File: config.mk
export PLATFORM = sky130hd
export DESIGN_NAME = tick_countdown_flat
export DESIGN_NICKNAME = d
export VERILOG_FILES = /design/src/rtl/tick_countdown_pkg.sv /design/src/rtl/tick_countdown_if.sv /design/src/rtl/tick_countdown.sv /design/src/flat_wrapper.sv
export SDC_FILE = /design/constraint.sdc
export NUM_CORES = 1
export LEC_CHECK = 0
export ABC_AREA = 1
export CELL_PAD_IN_SITES_DETAIL_PLACEMENT = 0
export CELL_PAD_IN_SITES_GLOBAL_PLACEMENT = 1
export CORE_MARGIN = 4
export CORE_UTILIZATION = 38
export DETAILED_ROUTE_END_ITERATION = 8
export PLACE_DENSITY = 0.77
export SETUP_SLACK_MARGIN = 0.5
export SKIP_CTS_REPAIR_TIMING = 1
export SLEW_MARGIN = 20
export SYNTH_ARGS = -nofsm -noshare
export SYNTH_HDL_FRONTEND = slang
export SYNTH_SLANG_ARGS = --single-unit
File: constraint.sdc
create_clock -name clk -period 2.05 [get_ports clk]
set_clock_uncertainty 0.1 [all_clocks]
set_input_delay 0.615 -clock clk [delete_from_list [all_inputs] [get_ports clk]]
set_output_delay 0.615 -clock clk [all_outputs]
set_load 0.005 [all_outputs]
File: src/rtl/tick_countdown_pkg.sv
// Shared types for the tick-driven countdown: FSM state encoding and default width.
package tick_countdown_pkg;

   typedef enum logic [1:0] {
      IDLE   = 2'd0,
      RUN    = 2'd1,
      PAUSED = 2'd2,
      DONE   = 2'd3
   } tc_state_t;

   localparam int TC_WIDTH_DEFAULT = 16;

endpackage

File: src/rtl/tick_countdown_if.sv
// Control/status bundle between the control logic (master) and tick_countdown (slave).
interface tick_countdown_if
   import tick_countdown_pkg::*;
#(
   parameter int WIDTH = TC_WIDTH_DEFAULT
);

   logic             tick;
   logic             load;
   logic [WIDTH-1:0] load_value;
   logic             start;
   logic             pause;
   logic [WIDTH-1:0] count;
   logic             running;
   logic             done;

   modport master (
      output tick, load, load_value, start, pause,
      input  count, running, done
   );

   modport slave (
      input  tick, load, load_value, start, pause,
      output count, running, done
   );

endinterface

File: src/rtl/tick_countdown.sv
// Programmable down-counter advanced by the tick timer strobe, with one-cycle done pulse.
// Build option: TICK_COUNTDOWN_AUTO_RELOAD_EN makes the final tick reload and keep running.
module tick_countdown
   import tick_countdown_pkg::*;
#(
   parameter int WIDTH = TC_WIDTH_DEFAULT
) (
   input  logic            clk,
   input  logic            reset_n,
   tick_countdown_if.slave bus
);

   tc_state_t        state_q, state_d;
   logic [WIDTH-1:0] count_q, count_d;
   logic [WIDTH-1:0] reload_q, reload_d;
   logic             done_q, done_d;

   always_ff @(posedge clk or negedge reset_n) begin
      if (!reset_n) begin
         state_q  <= IDLE;
         count_q  <= '0;
         reload_q <= '0;
         done_q   <= 1'b0;
      end else begin
         state_q  <= state_d;
         count_q  <= count_d;
         reload_q <= reload_d;
         done_q   <= done_d;
      end
   end

   // Priority load > pause > start > tick; pause masks start even where it is a no-op.
   always_comb begin
      state_d  = state_q;
      count_d  = count_q;
      reload_d = reload_q;
      done_d   = 1'b0;
      if (bus.load) begin
         count_d  = bus.load_value;
         reload_d = bus.load_value;
         state_d  = IDLE;
      end else begin
         unique case (state_q)
            IDLE: begin
               if (!bus.pause && bus.start && count_q != '0)
                  state_d = RUN;
            end
            RUN: begin
               if (bus.pause) begin
                  state_d = PAUSED;
               end else if (bus.tick) begin
                  if (count_q > WIDTH'(1)) begin
                     count_d = count_q - WIDTH'(1);
                  end else begin
                     done_d = 1'b1;
`ifdef TICK_COUNTDOWN_AUTO_RELOAD_EN
                     count_d = reload_q;
`else
                     count_d = '0;
                     state_d = DONE;
`endif
                  end
               end
            end
            PAUSED: begin
               if (!bus.pause && bus.start)
                  state_d = RUN;
            end
            DONE: begin
               if (!bus.pause && bus.start && reload_q != '0) begin
                  count_d = reload_q;
                  state_d = RUN;
               end
            end
            default: state_d = IDLE;
         endcase
      end
   end

   assign bus.count   = count_q;
   assign bus.running = (state_q == RUN);
   assign bus.done    = done_q;

endmodule

File: src/flat_wrapper.sv
// flat-port wrapper written by rule: the top's interface ports become plain ports
module tick_countdown_flat import tick_countdown_pkg::*;
#(
   parameter int WIDTH = TC_WIDTH_DEFAULT
)
  (clk, reset_n, bus_tick, bus_load, bus_load_value, bus_start, bus_pause, bus_count, bus_running, bus_done);
  tick_countdown_if #(.WIDTH(WIDTH)) bus_i ();
  input  logic clk;
  input  logic reset_n;
  input wire logic [$bits(bus_i.tick)-1:0] bus_tick;
  input wire logic [$bits(bus_i.load)-1:0] bus_load;
  input wire logic [$bits(bus_i.load_value)-1:0] bus_load_value;
  input wire logic [$bits(bus_i.start)-1:0] bus_start;
  input wire logic [$bits(bus_i.pause)-1:0] bus_pause;
  output wire logic [$bits(bus_i.count)-1:0] bus_count;
  output wire logic [$bits(bus_i.running)-1:0] bus_running;
  output wire logic [$bits(bus_i.done)-1:0] bus_done;
  assign bus_i.tick = bus_tick;
  assign bus_i.load = bus_load;
  assign bus_i.load_value = bus_load_value;
  assign bus_i.start = bus_start;
  assign bus_i.pause = bus_pause;
  assign bus_count = bus_i.count;
  assign bus_running = bus_i.running;
  assign bus_done = bus_i.done;
  tick_countdown #(.WIDTH(WIDTH)) u_core (.clk(clk), .reset_n(reset_n), .bus(bus_i));
endmodule
==> metrics.md <==
| Metric | Value |
|---|---|
| Actual transition at the worst max-transition pin | 0.354 ns |
| Most common cell in the netlist | nand2_1 |
| Max-slew violation total from the final report | 0 |
| Main combinational cell family by area after synthesis | simple AND/OR/NAND/NOR gates |
| Netlist Area Pre-Place | 2260 µm² |
| Initial Utilization | 40.0% |
| Adder-Cell Fraction of Synth Area | 1.66% |
| Total global-route track usage | 16.4% |
| Number of enable-type register cells in the synthesized netlist | 0 |
| Share of the synthesized netlist area taken by xor and xnor gates | 2.33% |
| CTS sink count | 35 |
| Startpoint type of the worst setup path | flop |
| GP Congestion | 0.777 |
| Sw Ratio | 38.6% |
| Avg Synthesized Cell Area | 7.07 µm² |
| Achievable Freq | 584 MHz |
| Comb power frac | 48.6% |
| GRT Residual Overflow | 0 |
| Clock latency on the worst-skew pair | 0.29 ns |
| Number of nets in the synthesized netlist | 344 |
| Count of endpoints failing setup in the final report | 0 |
| Ranking of synthesized cells by instance count | nand2_1, nor2_1, dfrtp_1, inv_1, nand3_1 |
| Average wire per cell in the routed design | 13.2 µm |
| TritonRoute pass-1 iters | 4 |
| Horizontal die dimension | 85.1 µm |
| Switching power | 0.00107 W |
| Post-route fraction of the period consumed by the critical path | 83.6% |
| Cell depth of the worst setup path | 12 |
| Area fraction of the dominant cell type after synthesis | 38.8% |
| Synthesized instance count | 319 |
| Worst relative slew slack | 76.3% |
| Pre-CTS worst setup slack | -0.101 ns |
| Category of cells accounting for the largest share of critical-path delay | simple AND/OR/NAND/NOR gates |
| Path depth of the worst reg2reg path | 12 |
| Clock tree from TritonCTS | done |
| Max H-tree Level | 2 |
| Remaining design rule violation count | 0 |
| Share of layout cells above drive strength 1 | 33.3% |
| Via count of the first global-routing pass | 1,984 |
| Type of destination of the critical path | flop |
| Most instantiated flip-flop cell in the synthesis netlist | dfrtp_1 |
| Antenna diode count | 0 |
| Delay of the slowest cell on the worst path | 0.42 ns |
| Count of different cell masters after synthesis | 30 |
| Number of max-capacitance violations reported | 0 |
| Critical path buffers and inverters | 3 |
| Antenna violations before repair | 0 |
| Total number of placement rows | 27 |
| Biggest area contributors in the synthesized netlist | dfrtp_1, nand2_1, nor2_1, nand3_1, inv_1 |
| Power share of the clock group | 18.0% |
| Worst supply voltage drop on vdd | 0.389 mV |
| Cell taking the most area after synthesis | dfrtp_1 |
| Final Hold Viols | 0 |
| Number of flip-flops and latches in the synthesized netlist | 35 |
| Drt via density | 4.69 |
| Final cell count without fillers | 490 |
| Run status | finished clean |
| Wire length of the first global-routing pass | 9520 µm |
| CP Data Required Time | 2.13 ns |
| Largest net degree at the start of global routing | 36 |
| Inserted Clock Buffers | 5 |
| Critical path class | flop to flop |
| Post-route minimum period | 1.71 ns |
| Vias | 2,299 |
| WP data arrival | 1.80 ns |
| Type of the most critical hold path | flop to flop |
| Net total in the final layout | 442 |
| Layout area overhead | 51.6% |
| RSZ-0062 raised after global routing | yes |
| Total power | 0.00276 W |
| Worst hold path depth | 2 |
| CTS Root Buffer Type | clkbuf_8 |
| Clock transition at the registers of the reported paths | 0.08 ns |
| Aggregate routed wire length | 6460 µm |
| HPWL after detailed placement | 4430 µm |
| Leakage power summed over all cells | 1.81 nW |
| Combined area of the multi-input logic cells | 1330 µm² |
| Maximum fanout count along the critical path | 7 |
| Simple logic cell fraction of the synthesized area | 41.2% |
| Sequential fraction of the synthesis area | 38.8% |
| Full die area | 7230 µm² |
| Share of flip-flops with an asynchronous set or reset after synthesis | 100% |
| Number of warnings issued by yosys | 0 |
| Post-detailed-placement cell area | 2940 µm² |
| Sequential Power Share | 33.4% |
| Iter 0 DRT Violations | 132 |
| Power density over the cells | 808 nW/µm² |
| Inst Count DP | 449 |
| Critical-path top delay cell | dfrtp_1 |
| Vertical extent of the die | 85.1 µm |
| Multiplexer fraction of the synthesized cell area | 0% |
| Number of fill cells in the layout | 502 |
| Top-Level Pins | 40 |
| Port Buf Inserts | 39 |
| Area of all placed cells without fillers | 3420 µm² |
| Least setup slack across all paths after layout | 0.337 ns |
| Total Neg Setup Slack | 0 ns |
| Critical path cell sequence | inv_2 -> ha_4 -> inv_2 -> nand2_2 -> nand2_2 -> nor2_4 -> nand2_4 -> nand2_4 -> buf_12 -> nor2_1 -> o21ai_2 -> nand2_1 |
| Total area of sequential cells | 891 µm² |
| Clock tree buffer depth | 2 |
| Final antenna-violating net count | 0 |
| Core footprint | 5640 µm² |
| Compound-gate portion of the synthesized area | 8.37% |
| Total internal power | 0.00170 W |
-- stage by stage --
| stage | hold slack (ns) | util, % |
|---|---|---|
| floorplan | 0.219 | - |
| global placement | 0.375 | 52.1 |
| detailed placement | 0.381 | 52.1 |
| CTS | 0.401 | 53.6 |
| global route | 0.409 | 60.6 |
| finish | 0.397 | 60.6 |
-- per-layer routing --
metal / vias up / part of all wire [%] / GRT usage, % / wire [µm]
li1: 1201 / - / - / -
met2: 35 / 47 / 25.8 / 3020
met5: - / 0 / 0 / 0
met4: 0 / 0.63 / 3.02 / 41
met3: 4 / 4.7 / 3.40 / 301
met1: 1059 / 48 / 23.5 / 3110
-- state kept, by name (all words and copies together), names as in the netlist --
register          cells
u_core.bus.count     16
u_core.bus.done       1
u_core.reload_q      16
u_core.state_q        2
-- tightest hold or removal path, stage by stage, from the launching register on --
cell     delay (ns)
dfrtp_1        0.35
nand2_1        0.06
nand2_1        0.06
-- area by class of cell --
class                      count  area share [%]
multi-input combinational    249            38.9
timing repair buffer          98            26.3
sequential                    35            26.1
inverter                      28            3.59
tap                           72            2.63
clock buffer                   5            2.01
clock inverter                 3           0.439
-- cell families after synthesis --
logic type                 Yosys count
buffers and inverters               36
adders and majority gates            3
DFF                                 35
AOI/OAI and AO/OA                   33
xor gates and xnor gates             6
and+or+nand+nor                    206
-- final timing paths --
kind	start	end	slack, ns
max in group asynchronous	reset_n	u_core.bus.count[8]$_DFFE_PN0P_	1.04
worst min register to register	u_core.reload_q[4]$_DFFE_PN0P_	u_core.reload_q[4]$_DFFE_PN0P_	0.40
worst max register to register	u_core.bus.count[1]$_DFFE_PN0P_	u_core.bus.count[3]$_DFFE_PN0P_	0.34
worst min-delay path	u_core.reload_q[4]$_DFFE_PN0P_	u_core.reload_q[4]$_DFFE_PN0P_	0.40
min in group asynchronous	reset_n	u_core.bus.count[4]$_DFFE_PN0P_	0.59
worst max-delay path	u_core.bus.count[1]$_DFFE_PN0P_	u_core.bus.count[3]$_DFFE_PN0P_	0.34
-- power by group through the flow --
stage	logic (W)	registers [W]	clock network (W)
5_1_grt	0.00148	0.000939	0.000538
2_1_floorplan	0.000585	0.000955	0
3_5_place_dp	0.000999	0.000975	0
3_3_place_gp	0.000993	0.000978	0
4_1_cts	0.00100	0.000963	0.000510
6_report	0.00134	0.000922	0.000499
-- cells in the final DEF, fill, tap and decap left out, types with 10 or more instances in the layout --
cell type,netlist,layout
nand2_1,110,104
clkdlybuf4s50_1,0,17
nand3_1,21,17
nor2_1,40,37
dfrtp_1,35,23
dlymetal6s2s_1,0,10
nor2_4,6,10
nand2_2,7,10
a21oi_1,10,10
dfrtp_2,0,12
buf_4,0,47
o21ai_0,16,15
inv_1,24,20
clkbuf_2,0,12
Note: power is estimated with default switching activity, not from simulation.
